<file path="src/rtl/serial_link_pkg.sv">
`default_nettype none
// ============================================================================
// Module   : serial_link_pkg
// Brief    : Shared state encodings and widths for the serial link framers.
// Revision : 1.0 - initial release
// ============================================================================
package serial_link_pkg;

    localparam int GAP_CNT_W = 8;

    typedef logic [1:0] state_t;

    localparam state_t ST_IDLE  = 2'd0;
    localparam state_t ST_SHIFT = 2'd1;
    localparam state_t ST_GAP   = 2'd2;

endpackage
`default_nettype wire

</file>
<file path="src/rtl/piso_serializer.sv">
`default_nettype none
// ============================================================================
// Module   : piso_serializer
// Brief    : Valid/ready word in, framed serial bit stream out, optional gap.
// Revision : 1.0 - initial release
// ============================================================================
module piso_serializer
    import serial_link_pkg::*;
#(
    parameter int WIDTH      = 4,
    parameter bit MSB_FIRST  = 1'b1,
    parameter int GAP_CYCLES = 0
) (
    input  logic             clk,
    input  logic             rst,
    input  logic             in_valid,
    input  logic [WIDTH-1:0] in_data,
    output logic             in_ready,
    input  logic             flush,
    output logic             serial_out,
    output logic             serial_valid,
    output logic             frame_start,
    output logic             frame_last,
    output logic             busy
);

    localparam int                   CNT_W      = $clog2(WIDTH);
    localparam logic [CNT_W-1:0]     c_last_idx = CNT_W'(WIDTH - 1);
    localparam bit                   c_no_gap   = (GAP_CYCLES == 0);
    localparam logic [GAP_CNT_W-1:0] c_gap_last =
        c_no_gap ? '0 : GAP_CNT_W'(GAP_CYCLES - 1);

    state_t               r_state;
    logic [WIDTH-1:0]     r_shift;
    logic [CNT_W-1:0]     r_bit_cnt;
    logic [GAP_CNT_W-1:0] r_gap_cnt;

    logic w_last_bit;
    logic w_accept;
    logic w_first_bit;
    logic w_next_bit;

    assign w_last_bit  = (r_state == ST_SHIFT) && (r_bit_cnt == c_last_idx);
    // A new word may be taken on the last bit so gapless frames stream back to back.
    assign in_ready    = (r_state == ST_IDLE) || (w_last_bit && c_no_gap && !flush);
    assign w_accept    = in_valid && in_ready;
    assign w_first_bit = MSB_FIRST ? in_data[WIDTH-1] : in_data[0];
    assign w_next_bit  = MSB_FIRST ? r_shift[WIDTH-2] : r_shift[1];

    always_ff @(posedge clk or posedge rst) begin
        if (rst) begin
            r_state      <= ST_IDLE;
            r_shift      <= '0;
            r_bit_cnt    <= '0;
            r_gap_cnt    <= '0;
            serial_out   <= 1'b0;
            serial_valid <= 1'b0;
            frame_start  <= 1'b0;
            frame_last   <= 1'b0;
            busy         <= 1'b0;
        end else begin
            serial_out   <= 1'b0;
            serial_valid <= 1'b0;
            frame_start  <= 1'b0;
            frame_last   <= 1'b0;
            busy         <= 1'b0;

            if (w_accept) begin
                r_state      <= ST_SHIFT;
                r_shift      <= in_data;
                r_bit_cnt    <= '0;
                serial_out   <= w_first_bit;
                serial_valid <= 1'b1;
                frame_start  <= 1'b1;
                busy         <= 1'b1;
            end else begin
                case (r_state)
                    ST_IDLE: begin
                        r_state <= ST_IDLE;
                    end
                    ST_SHIFT: begin
                        if (flush || (w_last_bit && c_no_gap)) begin
                            r_state   <= ST_IDLE;
                            r_bit_cnt <= '0;
                        end else if (w_last_bit) begin
                            r_state   <= ST_GAP;
                            r_bit_cnt <= '0;
                            r_gap_cnt <= '0;
                            busy      <= 1'b1;
                        end else begin
                            r_shift      <= MSB_FIRST ? {r_shift[WIDTH-2:0], 1'b0}
                                                      : {1'b0, r_shift[WIDTH-1:1]};
                            r_bit_cnt    <= r_bit_cnt + 1'b1;
                            serial_out   <= w_next_bit;
                            serial_valid <= 1'b1;
                            frame_last   <= ((r_bit_cnt + 1'b1) == c_last_idx);
                            busy         <= 1'b1;
                        end
                    end
                    ST_GAP: begin
                        if (flush || (r_gap_cnt == c_gap_last)) begin
                            r_state   <= ST_IDLE;
                            r_gap_cnt <= '0;
                        end else begin
                            r_gap_cnt <= r_gap_cnt + 1'b1;
                            busy      <= 1'b1;
                        end
                    end
                    default: begin
                        r_state   <= ST_IDLE;
                        r_bit_cnt <= '0;
                        r_gap_cnt <= '0;
                    end
                endcase
            end
        end
    end

endmodule
`default_nettype wire
</file>
<file path="config.mk">
export PLATFORM = sky130hd
export DESIGN_NAME = piso_serializer
export DESIGN_NICKNAME = d
export VERILOG_FILES = /design/src/rtl/serial_link_pkg.sv /design/src/rtl/piso_serializer.sv
export SDC_FILE = /design/constraint.sdc
export NUM_CORES = 1
export LEC_CHECK = 0
export ABC_AREA = 0
export CORE_ASPECT_RATIO = 1.2
export CORE_MARGIN = 2
export CORE_UTILIZATION = 30
export CTS_CLUSTER_SIZE = 24
export DETAILED_ROUTE_END_ITERATION = 10
export GPL_TIMING_DRIVEN = 0
export PLACE_DENSITY = 0.57
export SYNTH_ARGS = -nofsm -noshare
export SYNTH_HDL_FRONTEND = slang
export SYNTH_SLANG_ARGS = --single-unit
</file>
<file path="constraint.sdc">
create_clock -name clk -period 5.05 [get_ports clk]
set_input_delay 1.01 -clock clk [delete_from_list [all_inputs] [get_ports clk]]
set_output_delay 1.01 -clock clk [all_outputs]
set_load 0.05 [all_outputs]
</file>
# After elaboration in Yosys (flattened, before gate mapping)
# Cells that the tools add are included.
# classes
n_addsub	2
n_eq_ne	11
n_mux	34
bitwise_logic	2
n_reduce_logical	14
# op_table
op	count
$mux W8	3
$pmux W8 S3	1
$mux W1	16
$mux W2	7
$mux W3	4
$add A8 B1 Y8 const B	1
$logic_not A8 Y1	1
$pmux W2 S2	2
$eq A2 B2 Y1 const B	3
$ne A2 B2 Y1 const B	3
$ne A2 B1 Y1 const B	2
$ne A4 B3 Y1 const B	1
$reduce_and A4 Y1	1
$logic_and A1 B1 Y1	3
$logic_or A1 B1 Y1	3
$ne A3 B3 Y1 const B	1
$reduce_and A3 Y1	1
$add A2 B1 Y2 const B	1
$eq A2 B1 Y1 const B	1
$logic_not A2 Y1	1
$not A1 Y1	2
$pmux W1 S2	1
$reduce_and A2 Y1	1
$reduce_bool A2 Y1	1
2 further kinds	2
# totals
reg_bits	20
in_bits	8
output_inout_bits	6

# Depth between registers and ports, before layout
# Gate-level depths: netlist of run 1.
# depth
depth_word	7
depth_mapped	7
ltp_nobuf	7

# Worst setup path before layout of run 1
# Ideal clock, no wire load.
# synth_timing
kind	input-to-output
from	input port flush
to	output port in_ready
arrival_ns	1.567
required_time_ns	4.040
setup_slack_ns	2.473
cell_stages	2
cell_sequence	and3b_1 -> or2_2
# synth_between
elab_chain_len	3
# synth_lines
element	line_no	source
start, declared	piso_serializer.sv:19	input logic flush,
$logic_not A1 Y1	piso_serializer.sv:45	assign in_ready = (r_state == ST_IDLE) || (w_last_bit && c_no_gap && !flush);
$logic_and A1 B1 Y1	piso_serializer.sv:45	
$logic_or A1 B1 Y1	piso_serializer.sv:45	
end, declared	piso_serializer.sv:18	output logic in_ready,
# Every way passes these cells.

# Worst setup path in the final report of run 1
# Same ends and word-level chain as after synthesis.

==> impl_metrics.env, run 1 <==
export IMPL_status="finished clean"
export IMPL_track_usage_pct=12.6
export IMPL_max_slew_margin_pct=48.8
export IMPL_clk_latency_ps=250
export IMPL_cp_end_kind="primary output"
export IMPL_worstSetupPathType="in2out"
export IMPL_cts_resized=0
export IMPL_syn2layout_area_growth_pct=20.8
export IMPL_dp_hpwl_mm=1.51
export IMPL_tightest_slew_ps=768
export IMPL_setup_violations=0
export IMPL_postSynthAreaPerCell_um2=9.86
export IMPL_fin_util_pct=37.8
export IMPL_final_common_cell="dfrtp_1"
export IMPL_drive_above_1_share_pct=6.56
export IMPL_postSynthCellCount=106
export IMPL_first_global_vias=849
export IMPL_syn_nets=121
export IMPL_power_uw=340
export IMPL_holdBufCountCts=0
export IMPL_cp_start_kind="primary input"
export IMPL_yosysSeqAreaShare_pct=47.9
export IMPL_grt_busiest_layer="met2"
export IMPL_stdcell_count=159
export IMPL_cp_required_ps=4040
export IMPL_die_w_um=57.9
export IMPL_cellLeakagePower_nw=0.581
export IMPL_ir_drop_mv=0.180
export IMPL_hp_class="reg2reg"
export IMPL_routedWlPerCell_um=12.9
export IMPL_synth_edf_count=0
export IMPL_drcViolationCount=0
export IMPL_synth_area_um2=1040
export IMPL_clkTransAtPathRegs_ps=70
export IMPL_tns_ps=0
export IMPL_drt_iter0_markers=17
export IMPL_ff2ff_setup_slack_ps=3060
export IMPL_start_util_pct=31.3
export IMPL_max_freq_ghz=0.269
export IMPL_min_period_ps=3710
export IMPL_path_max_fanout=4
export IMPL_crit_arrival_ps=2700
export IMPL_synthFlopType="dfrtp_1"
export IMPL_rsz0062_at_grt="no"
export IMPL_io_buffers=13
export IMPL_synthDistinctLibCells=31
export IMPL_grt_overflow=0
export IMPL_die_height_um=68.6
export IMPL_placed_area_um2=1220
export IMPL_power_density_nw_per_um2=269
export IMPL_synthArstFlopShare_pct=100
export IMPL_clk_path_buf_depth=2
export IMPL_fin_crit_sh_pct=73.5
export IMPL_vias_per_cell=5.08
export IMPL_synth_area_leaders="dfrtp_1, ha_1, nand2_1, nand3_1, o21ai_0"
export IMPL_ys_ff_latch=20
export IMPL_rows=23
export IMPL_place_congestion=0.825
export IMPL_die_area_um2=3970
export IMPL_h_tree_depth=1
export IMPL_grt_pass1_wl_mm=3.74
export IMPL_io_pins=14
export IMPL_dr_pass1_iters=4
export IMPL_cts_sinks=20
export IMPL_yosysTopAreaCell="dfrtp_1"
export IMPL_grt_util_met1_pct=14.3
export IMPL_ys_warn_count=0
export IMPL_yosys_area_top_type_share_pct=47.9
export IMPL_finClkSkew_ps=0.944
export IMPL_grt_max_degree=21
export IMPL_post_cts_buffers=0
export IMPL_slew_violations=0
export IMPL_hold_viol_final=0
export IMPL_met3_usage_pct=2.24
export IMPL_antenna_found_initial=0
export IMPL_wirelength_mm=2.05
export IMPL_antennaDiodeCount=0
export IMPL_coreArea_um2=3340
export IMPL_layout_common_cells="dfrtp_1, nand2_1, clkdlybuf4s50_1"
export IMPL_maxCapViolCount=0
export IMPL_vias=808
export IMPL_dp_cells=156
export IMPL_gr_usage_met2_pct=21.2
export IMPL_nets=139
export IMPL_cts_tree="done"
export IMPL_cts_buffers=3
export IMPL_cts_root_buffer="clkbuf_8"
export IMPL_design_area_um2=1260
export IMPL_ant_nets=0
## cells by family after synthesis
group / share of synthesized area (%)
buffers and inverters: 3.59
adders and majority gates: 8.38
DFF: 47.9
AOI/OAI and AO/OA: 17.1
and+or+nand+nor: 23.0
## worst max-delay path: stages
cell	delay, ps
clkdlybuf4s50_1	510
and3b_1	210
or2_2	270
clkdlybuf4s50_1	700
## cell type report
class	instances	area, um2
tap	37	46.3
timing repair buffer	13	130
buffer	2	7.51
clock buffer	3	41.3
inverter	8	30.0
fill	338	2080
sequential	20	500
multi-input combinational	76	507
## flip-flops by register name, summed over array words and instances, names as in the netlist
signal / flops
frame_start: 1
r_state: 2
r_bit_cnt: 2
serial_out: 1
serial_valid: 1
r_shift: 3
r_gap_cnt: 8
frame_last: 1
busy: 1
## metal layers
layer / up-vias / wire [um]
met5: - / 0
met4: 0 / 35
met3: 4 / 34
met2: 11 / 1050
met1: 383 / 928
li1: 410 / -
## synth_stat cells (2+ instances only)
cell,count
a21o_1,2
a21oi_1,5
a31oi_1,3
and3_1,3
clkbuf_1,2
dfrtp_1,20
ha_1,7
inv_1,8
nand2_1,16
nand3_1,8
nor2_1,3
nor3_1,2
o21ai_0,7
or2_2,2
or4_1,2
## metrics by stage
step / setup slack, ps / hold WS (ps)
2_1_floorplan: 2470 / 466
3_3_place_gp: 1350 / 487
3_5_place_dp: 1350 / 492
4_1_cts: 1340 / 508
5_1_grt: 1280 / 556
6_report: 1340 / 504
## report_power, final
group          internal (mW)  leakage, nW  switching (mW)
sequential             0.170        0.265         0.00453
combinational         0.0235        0.295          0.0409
clock                 0.0530       0.0216          0.0482
## path summary, 6_finish.rpt
kind	cells after the start	startpoint	endpoint
min reg2reg	2	r_shift[2]	serial_out
min	2	r_shift[2]	serial_out
min in group asynchronous	2	rst	r_shift[2]
max	4	flush	in_ready
max in group asynchronous	2	rst	r_gap_cnt[1]
max reg2reg	6	r_gap_cnt[0]	r_gap_cnt[7]
Power figures use the tool's default switching activity.
==> run 2: changes to the inputs <==
- clock period: 5.05 -> 3.74 ns (I/O delays scaled with it)
==> results of run 2 <==
The final DEF is identical to that of run 1. Status: finished clean.
Among the figures that moved: setup slack after placement 1350 ps -> 564 ps; setup slack after layout 1340 ps -> 550 ps; register-to-register setup slack 3060 ps -> 1750 ps; total power 0.340 mW -> 0.459 mW; worst IR drop on VDD 0.180 mV -> 0.244 mV
